### config.mk
export PLATFORM = sky130hd
export DESIGN_NAME = fetch_seq
export DESIGN_NICKNAME = d
export VERILOG_FILES = /design/src/rtl/fetch_seq_pkg.sv /design/src/rtl/fetch_seq_npc.sv /design/src/rtl/fetch_seq.sv
export SDC_FILE = /design/constraint.sdc
export NUM_CORES = 1
export LEC_CHECK = 0
export ABC_AREA = 1
export CORE_UTILIZATION = 55
export DETAILED_ROUTE_END_ITERATION = 7
export PLACE_DENSITY_LB_ADDON = 0.25
export SLEW_MARGIN = 20
export SYNTH_ARGS = -nofsm -noshare
export SYNTH_HDL_FRONTEND = slang
export SYNTH_SLANG_ARGS = --single-unit
### constraint.sdc
create_clock -name clk -period 7.7 [get_ports clk]
set_clock_uncertainty 0.1 [all_clocks]
set_input_delay 1.155 -clock clk [delete_from_list [all_inputs] [get_ports clk]]
set_output_delay 1.155 -clock clk [all_outputs]
set_load 0.01 [all_outputs]
### src/rtl/fetch_seq_pkg.sv
// fetch_seq_pkg: shared definitions for the instruction-fetch sequencer.
//   PC_INIT_DEF / IM_WORDS_DEF : default reset PC and instruction-memory depth
//   state_t                    : sequencer FSM encoding (BOOT, RUN, HALT)
//   redir_t                    : source of a redirect asserted this cycle
package fetch_seq_pkg;

    localparam logic [31:0] PC_INIT_DEF  = 32'h0000_3000;
    localparam int unsigned IM_WORDS_DEF = 4096;

    typedef enum logic [1:0] {
        ST_BOOT = 2'd0,
        ST_RUN  = 2'd1,
        ST_HALT = 2'd2
    } state_t;

    typedef enum logic [1:0] {
        SRC_NONE = 2'd0,
        SRC_BR   = 2'd1,
        SRC_J    = 2'd2,
        SRC_JR   = 2'd3
    } redir_t;

endpackage

### src/rtl/fetch_seq_npc.sv
// npc_calc: combinational next-PC selection and target legality check.
//   Inputs : pc, branch/jump/jr redirect requests with their operands,
//            the pending (stall-captured) redirect target and valid bit.
//   Outputs: pc_plus4, new_src (redirect asserted this cycle, priority
//            jr > jump > branch), sel_tgt (new redirect, else pending,
//            else pc_plus4) and illegal (sel_tgt outside instruction memory
//            or misaligned).
module npc_calc
    import fetch_seq_pkg::*;
#(
    parameter logic [31:0] PC_INIT  = PC_INIT_DEF,
    parameter int unsigned IM_WORDS = IM_WORDS_DEF
) (
    input  logic               [31:0] pc,
    input  logic                      br_take,
    input  logic signed        [15:0] br_imm,
    input  logic                      jump,
    input  logic               [25:0] j_index,
    input  logic                      jr,
    input  logic               [31:0] jr_target,
    input  logic                      pend_vld,
    input  logic               [31:0] pend_tgt,
    output logic               [31:0] pc_plus4,
    output redir_t                    new_src,
    output logic               [31:0] sel_tgt,
    output logic                      illegal
);

    // One past the last legal byte address; 33 bits so the sum cannot wrap.
    localparam logic [32:0] IM_END = {1'b0, PC_INIT} + (33'(IM_WORDS) << 2);

    function automatic logic tgt_illegal(input logic [31:0] t);
        return (t[1:0] != 2'b00) || (t < PC_INIT) || ({1'b0, t} >= IM_END);
    endfunction

    logic signed [31:0] br_off;
    logic        [31:0] br_tgt;
    logic        [31:0] j_tgt;

    assign pc_plus4 = pc + 32'd4;
    assign br_off   = {{14{br_imm[15]}}, br_imm, 2'b00};
    assign br_tgt   = pc_plus4 + br_off;
    assign j_tgt    = {pc_plus4[31:28], j_index, 2'b00};

    always_comb begin
        new_src = SRC_NONE;
        if (jr)
            new_src = SRC_JR;
        else if (jump)
            new_src = SRC_J;
        else if (br_take)
            new_src = SRC_BR;
    end

    // A redirect asserted this cycle beats a pending one; sequential
    // fall-through is checked like any other target so running off the
    // end of memory is caught.
    always_comb begin
        sel_tgt = pc_plus4;
        case (new_src)
            SRC_JR:   sel_tgt = jr_target;
            SRC_J:    sel_tgt = j_tgt;
            SRC_BR:   sel_tgt = br_tgt;
            default:  sel_tgt = pend_vld ? pend_tgt : pc_plus4;
        endcase
    end

    assign illegal = tgt_illegal(sel_tgt);

endmodule

### src/rtl/fetch_seq.sv
// fetch_seq: instruction-fetch PC sequencer with BOOT/RUN/HALT control.
//   clk, reset      : rising-edge clock, asynchronous active-high reset
//   stall           : hold pc; redirects seen while stalled are remembered
//   br_take/br_imm  : taken conditional branch, signed word offset
//   jump/j_index    : j/jal redirect
//   jr/jr_target    : register-indirect redirect
//   halt_req        : stop fetching
//   pc, pc_plus4    : current fetch address and its link value
//   fetch_valid     : in RUN; halted : in HALT
//   addr_err        : sticky, set when a bad target was seen
//   icount          : saturating count of instructions advanced past
module fetch_seq
    import fetch_seq_pkg::*;
#(
    parameter logic [31:0] PC_INIT  = PC_INIT_DEF,
    parameter int unsigned IM_WORDS = IM_WORDS_DEF
) (
    input  logic               clk,
    input  logic               reset,
    input  logic               stall,
    input  logic               br_take,
    input  logic signed [15:0] br_imm,
    input  logic               jump,
    input  logic        [25:0] j_index,
    input  logic               jr,
    input  logic        [31:0] jr_target,
    input  logic               halt_req,
    output logic        [31:0] pc,
    output logic        [31:0] pc_plus4,
    output logic               fetch_valid,
    output logic               halted,
    output logic               addr_err,
    output logic        [31:0] icount
);

    function automatic logic [31:0] sat_inc(input logic [31:0] v);
        return (v == 32'hFFFF_FFFF) ? v : v + 32'd1;
    endfunction

    state_t      state;
    logic        pend_vld;
    logic [31:0] pend_tgt;
    redir_t      new_src;
    logic [31:0] sel_tgt;
    logic        illegal;
    logic        redir;
    logic        capture;

    npc_calc #(
        .PC_INIT  (PC_INIT),
        .IM_WORDS (IM_WORDS)
    ) u_npc (
        .pc        (pc),
        .br_take   (br_take),
        .br_imm    (br_imm),
        .jump      (jump),
        .j_index   (j_index),
        .jr        (jr),
        .jr_target (jr_target),
        .pend_vld  (pend_vld),
        .pend_tgt  (pend_tgt),
        .pc_plus4  (pc_plus4),
        .new_src   (new_src),
        .sel_tgt   (sel_tgt),
        .illegal   (illegal)
    );

    assign redir   = (new_src != SRC_NONE);
    // Stalled redirect that passes the legality check is remembered.
    assign capture = (state == ST_RUN) && stall && !halt_req && redir && !illegal;

    always_ff @(posedge clk or posedge reset) begin
        if (reset) begin
            state       <= ST_BOOT;
            pc          <= PC_INIT;
            icount      <= '0;
            addr_err    <= 1'b0;
            pend_vld    <= 1'b0;
            fetch_valid <= 1'b0;
            halted      <= 1'b0;
        end else begin
            case (state)
                ST_BOOT: begin
                    state       <= ST_RUN;
                    fetch_valid <= 1'b1;
                end
                ST_RUN: begin
                    if (halt_req) begin
                        state       <= ST_HALT;
                        fetch_valid <= 1'b0;
                        halted      <= 1'b1;
                    end else if (stall) begin
                        if (redir) begin
                            if (illegal) begin
                                addr_err    <= 1'b1;
                                state       <= ST_HALT;
                                fetch_valid <= 1'b0;
                                halted      <= 1'b1;
                            end else begin
                                pend_vld <= 1'b1;
                            end
                        end
                    end else begin
                        pend_vld <= 1'b0;
                        if (illegal) begin
                            addr_err    <= 1'b1;
                            state       <= ST_HALT;
                            fetch_valid <= 1'b0;
                            halted      <= 1'b1;
                        end else begin
                            pc     <= sel_tgt;
                            icount <= sat_inc(icount);
                        end
                    end
                end
                default: begin
                    // HALT: absorbing until reset.
                    state       <= ST_HALT;
                    fetch_valid <= 1'b0;
                    halted      <= 1'b1;
                end
            endcase
        end
    end

    // Pending target is qualified by pend_vld, so it needs no reset.
    always_ff @(posedge clk) begin
        if (capture)
            pend_tgt <= sel_tgt;
    end

endmodule
==> impl_metrics.yaml, run 1 <==
status:
  status: "finished, final reports clean"
worst_setup_path:
  r2r_cells: 28
  critical_path_class: "register to register"
  worstPathMaxFanout: 41
  cp_slowest_cell: "nor2_4"
  worst-r2r-setup-slack_ps: 2050
  reg2reg_from: "pc[2]"
  reg2reg_to: "pc[4]"
  critical_path_arrival_ps: 5740
  worst_ep_required_time_ps: 7790
  cpPeakStageDelay_ps: 710
  endpoint_kind: "register"
  cp-start-kind: "register"
  cpMostUsedCell: "nand2_1"
timing:
  setup_tns_ps: 0
  relSlewSlack_pct: 29.2
  final_hold_viol_count: 0
  tightest_slew_ps: 1040
  rsz0062_at_grt: "false"
  finalCritPeriodShare_pct: 73.4
  fmax_mhz: 177
  post-route-min-period_ps: 5650
  slew_viol_final: 0
  setup_violations: 0
  setup_ws_ps: 2050
clock_tree:
  clkTransAtPathRegs_ps: 70
  htreeDepth: 3
  clockBufferDepth: 2
  cts-root-buf: "clkbuf_16"
  tritoncts: "yes"
  postCtsSetupBuffers: 0
  cts_resized: 0
  clock-sinks: 101
  numCtsBuffers: 9
  clkLatencyLatePin_ps: 350
  hold_buffers: 0
finish:
  multi_input_area_sq_mm: 0.00529
  ff_latch_area_sq_mm: 0.00269
  antenna_cells: 0
  area_delta_synth_final_pct: 25.1
  drive_gt1_share_pct: 5.14
  fillers: 1446
  layout_commonest_cell: "nand2_1"
  final_cell_mix: "nand2_1, inv_1, clkdlybuf4s50_1"
  fin_nets: 1726
die:
  ios: 180
  core_area_sq_mm: 0.0160
  row_count: 46
  die_x_microns: 130
  floorplan.die.height_microns: 130
  start_util_pct: 56.6
  dieArea_sq_mm: 0.0170
hold_path:
  hp-start: "halted"
  hold_class: "register to register"
  min_path_cells: 2
  hold_end: "halted"
run:
  maxCapViolCount: 0
yosys:
  synthFlopType: "dfrtp_1"
  synth-seq-area-share_pct: 29.7
  ys_ff_latch: 101
  syn_avg_cell_area_sq_um: 6.24
  synthCells: 1450
  synth_fp_nets: 1566
  yosysWarnings: 0
  synth_area_sq_mm: 0.00905
  synth_cell_types: 45
  synth_enable_flop_cells: 32
  synthArstFlopShare_pct: 68.3
placement:
  place.port_buffers: 179
  dp_slack_ps: 2050
  gp_congestion: 0.993
  post-dp-hpwl_microns: 24100
detailed_routing:
  drt_pre_antenna_iters: 7
  wire_per_inst_microns: 16.7
  vias_per_cell: 5.42
  first_iter_violations: 1037
  drc: 0
  num_vias: 9924
  postRouteWirelength_microns: 30700
  ant_nets: 0
global_routing:
  grt_usage_pct: 36.2
  antenna_found_initial: 0
  grt_pass1_wl_microns: 46300
  grt_pass1_vias: 8934
  grt_max_degree: 70
  grt_overflow: 0
power_and_ir_drop:
  max-vdd-ir-drop_mv: 0.138
  p_leak_nw: 5.60
  power_w: 0.00121
  power.density_mw_per_mm2: 107
-- cell usage after synthesis, drive strengths merged (2+ instances only) --
library cell / n / area share (%)
nand3b: 10 / 0.83
dfstp: 2 / 0.58
clkbuf: 22 / 0.91
dfrtp: 67 / 19
xnor2: 10 / 0.97
a21oi: 37 / 2.0
o21bai: 7 / 0.58
nand2: 528 / 22
xor2: 33 / 3.2
nor2: 154 / 6.6
buf: 19 / 1.2
and2: 7 / 0.48
nand3: 93 / 5.3
or2: 6 / 0.41
clkinv: 6 / 0.25
edfxtp: 32 / 11
ha: 34 / 4.7
inv: 229 / 9.5
nor3: 34 / 2.2
o2111ai: 6 / 0.58
a21o: 2 / 0.17
nand4: 52 / 3.6
a22o: 9 / 0.87
o21ai: 28 / 1.5
a221oi: 6 / 0.58
nor4: 10 / 0.69
-- flip-flops by register name, summed over array words and instances (netlist names) --
register,count
icount,32
pc,32
halted,1
pend_vld,1
addr_err,1
pend_tgt,32
state,2
-- how the worst max path moves through the flow --
stage | start | endpoint | slack (ps)
final | pc[2] | pc[4] | 2050
after global routing | pc[2] | pc[4] | 1600
after CTS | pc[2] | pc[4] | 2180
after detailed placement | br_imm[15] | pc[4] | 2050
after global placement | br_imm[15] | pc[4] | 2110
after floorplan | pc[2] | pend_tgt[0] | 2670
-- worst max-delay path: cells and delay by family (launching register included) --
family                     cells  cell delay [ps]
and+or+nand+nor               21             3030
AOI/OAI and AO/OA              1               60
DFF                            1              540
buffers and inverters          3              580
xor gates and xnor gates       1              480
adders and majority gates      2              710
-- routing by layer --
metal / wire [microns] / GRT usage, %
met1: 12900 / 47.6
met4: 932 / 12.7
met5: 0 / 0
met2: 14200 / 59.8
met3: 2600 / 6.56
-- stage by stage --
stage               cells  utilization, %  hold slack (ps)  instance area [sq um]
floorplan            1450               -              400                   9050
global placement     1815            68.8              350                  11000
detailed placement   1815            68.8              366                  11000
CTS                  1831            70.8              384                  11300
global route         1831            70.8              416                  11300
finish               1831            70.8              384                  11300
-- report_power, final --
group          internal, W  switching [W]  total, W
Combinational    0.0000751       0.000106  0.000181
Sequential        0.000557    0.000000442  0.000557
Clock             0.000272       0.000203  0.000475
Total             0.000904       0.000310   0.00121
-- layout make-up --
cell class | count | area share (%)
clock buffers | 11 | 2.24
clock inverters | 5 | 0.497
inverters | 235 | 7.79
multi-input cells | 1073 | 46.8
flip-flops and latches | 101 | 23.8
well taps | 216 | 2.39
repair buffers | 190 | 16.6
-- logic make-up after synthesis --
kind of cell / synth area share [%]
AO/OA/AOI/OAI: 6.83
adder cells (fa/ha/maj): 4.92
AND/OR/NAND/NOR: 42.5
XOR/XNOR: 4.16
flip-flops: 29.7
buffers and inverters: 11.9
(Power assumes the default switching activity.)
==> run 2, diff against run 1 <==
--- a/config.mk
+++ b/config.mk
@@ -6,7 +6,7 @@
 export NUM_CORES = 1
 export LEC_CHECK = 0
 export ABC_AREA = 1
-export CORE_UTILIZATION = 55
+export CORE_UTILIZATION = 48
 export DETAILED_ROUTE_END_ITERATION = 7
 export PLACE_DENSITY_LB_ADDON = 0.25
 export SLEW_MARGIN = 20
==> constraint.sdc (replaced) <==
create_clock -name clk -period 4.6 [get_ports clk]
set_clock_uncertainty 0.1 [all_clocks]
set_input_delay 0.69 -clock clk [delete_from_list [all_inputs] [get_ports clk]]
set_output_delay 0.69 -clock clk [all_outputs]
set_load 0.01 [all_outputs]
==> impl_metrics.yaml, run 2 (synthesis results as in run 1) <==
global_routing:
  grt_usage_pct: 31.6
  grt_overflow: 0
  grt_pass1_wl_microns: 48400
  grt_pass1_vias: 9176
  grt_max_degree: 49
  antenna_found_initial: 0
clock_tree:
  clockBufferDepth: 2
  clock-sinks: 101
  hold_buffers: 0
  cts-root-buf: "clkbuf_16"
  tritoncts: "yes"
  htreeDepth: 3
  clkLatencyLatePin_ps: 350
  numCtsBuffers: 9
  clkTransAtPathRegs_ps: 70
placement:
  dp_slack_ps: 2.43
  place.port_buffers: 179
  gp_congestion: 1.05
  post-dp-hpwl_microns: 24400
finish:
  reg_top3: "icount x32, pc x32, pend_tgt x32"
  post-route-util_pct: 65.0
  layout_commonest_cell: "nand2_1"
  fillers: 1639
  area_delta_synth_final_pct: 30.8
  final_cell_mix: "nand2_1, inv_1, clkdlybuf4s50_1"
  antenna_cells: 0
  drive_gt1_share_pct: 9.63
  fin_nets: 1751
power_and_ir_drop:
  max-vdd-ir-drop_mv: 0.162
  p_leak_nw: 5.80
  power.density_mw_per_mm2: 174
detailed_routing:
  wire_per_inst_microns: 16.7
  drc: 0
  drt_pre_antenna_iters: 6
  postRouteWirelength_microns: 31200
  vias_per_cell: 5.45
  ant_nets: 0
  num_vias: 10200
  first_iter_violations: 1054
die:
  die_x_microns: 139
  floorplan.die.height_microns: 139
  dieArea_sq_mm: 0.0194
  ios: 180
  core_area_sq_mm: 0.0182
  start_util_pct: 49.7
  row_count: 49
timing:
  relSlewSlack_pct: 35.7
  finalCritPeriodShare_pct: 95.3
  slew_viol_final: 0
  fmax_mhz: 228
  setup_ws_ps: 218
  setup_violations: 0
  tightest_slew_ps: 940
  post-route-min-period_ps: 4380
  whs_ps: 365
  final_hold_viol_count: 0
worst_setup_path:
  critical_path_arrival_ps: 4350
  endpoint_kind: "register"
  cp_slowest_cell: "dfrtp_1"
  cpMostUsedCell: "nand2_1"
  crit_buf_inv: 7
  worst_ep_required_time_ps: 4560
  cp-start-kind: "register"
  critical_path_class: "register to register"
  cpPeakStageDelay_ps: 490
  worst-r2r-setup-slack_ps: 220
  crit_family: "simple AND/OR/NAND/NOR gates"
  worstPathMaxFanout: 14
hold_path:
  hold_class: "register to register"
run:
  maxCapViolCount: 0
status:
  status: "finished, final reports clean"
run 2: cell types whose count changed in the layout (fill, tap and decap cells not counted), sizes merged:
| cell | previous run | this run |
|---|---|---|
| buf | 11 | 35 |
| clkbuf | 11 | 12 |
| clkinv | 8 | 7 |
| clkinvlp | 1 | 0 |
| inv | 230 | 232 |
run 2: worst min-delay path: stages, from the launching register on:
cell	delay, ps
dfrtp_1	340
inv_1	40
nand2_1	50
run 2: path summary, 6_finish.rpt:
check / start / to / cells past startpoint
min in group asynchronous: reset / halted / 2
max in group asynchronous: reset / pc[13] / 3
worst max register to register: pc[8] / pend_tgt[8] / 28
worst min register to register: halted / halted / 2
worst min-delay path: halted / halted / 2
worst max-delay path: pc[8] / pend_tgt[8] / 28
run 2: cell type report:
| cell class | count | area [sq um] | area share, % |
|---|---|---|---|
| clock buffers | 11 | 254 | 2.15 |
| clock inverters | 5 | 62.6 | 0.528 |
| inverters | 235 | 883 | 7.46 |
| multi-input cells | 1073 | 5540 | 46.8 |
| flip-flops and latches | 101 | 2700 | 22.8 |
| well taps | 229 | 287 | 2.42 |
| repair buffers | 215 | 2120 | 17.9 |
run 2: per-layer routing:
layer  part of all wire [%]  global-route usage [%]  wire (microns)  up-vias
li1                       -                       -               -     4963
met2                     45                    51.3           14200      474
met3                    9.2                    3.79            2860       60
met5                      0                       0               0        -
met1                     43                    44.4           13500     4683
met4                    2.2                    8.83             675        0
run 2: metrics by stage:
stage	TNS, ps	cell area, sq um	power (W)	instances
after floorplan	0	9050	0.00111	1450
after global placement	0	11200	0.00125	1847
after detailed placement	0	11200	0.00125	1847
after CTS	0	11500	0.00206	1863
after global routing	-900	11800	0.00213	1869
final	0	11800	0.00206	1869
run 2: power by group:
group	total [W]	switching [W]	internal [W]	leakage, nW
clock network	0.000811	0.000349	0.000462	0.157
registers	0.000933	0.000000956	0.000932	1.22
logic	0.000315	0.000183	0.000132	4.42
total	0.00206	0.000534	0.00153	5.80
run 2: timing repair:
action,in CTS,in global routing
setup endpoints to repair,29,101
gates resized for setup,1,56
buffers inserted,0,5
pin swaps,0,5
gates cloned,0,1
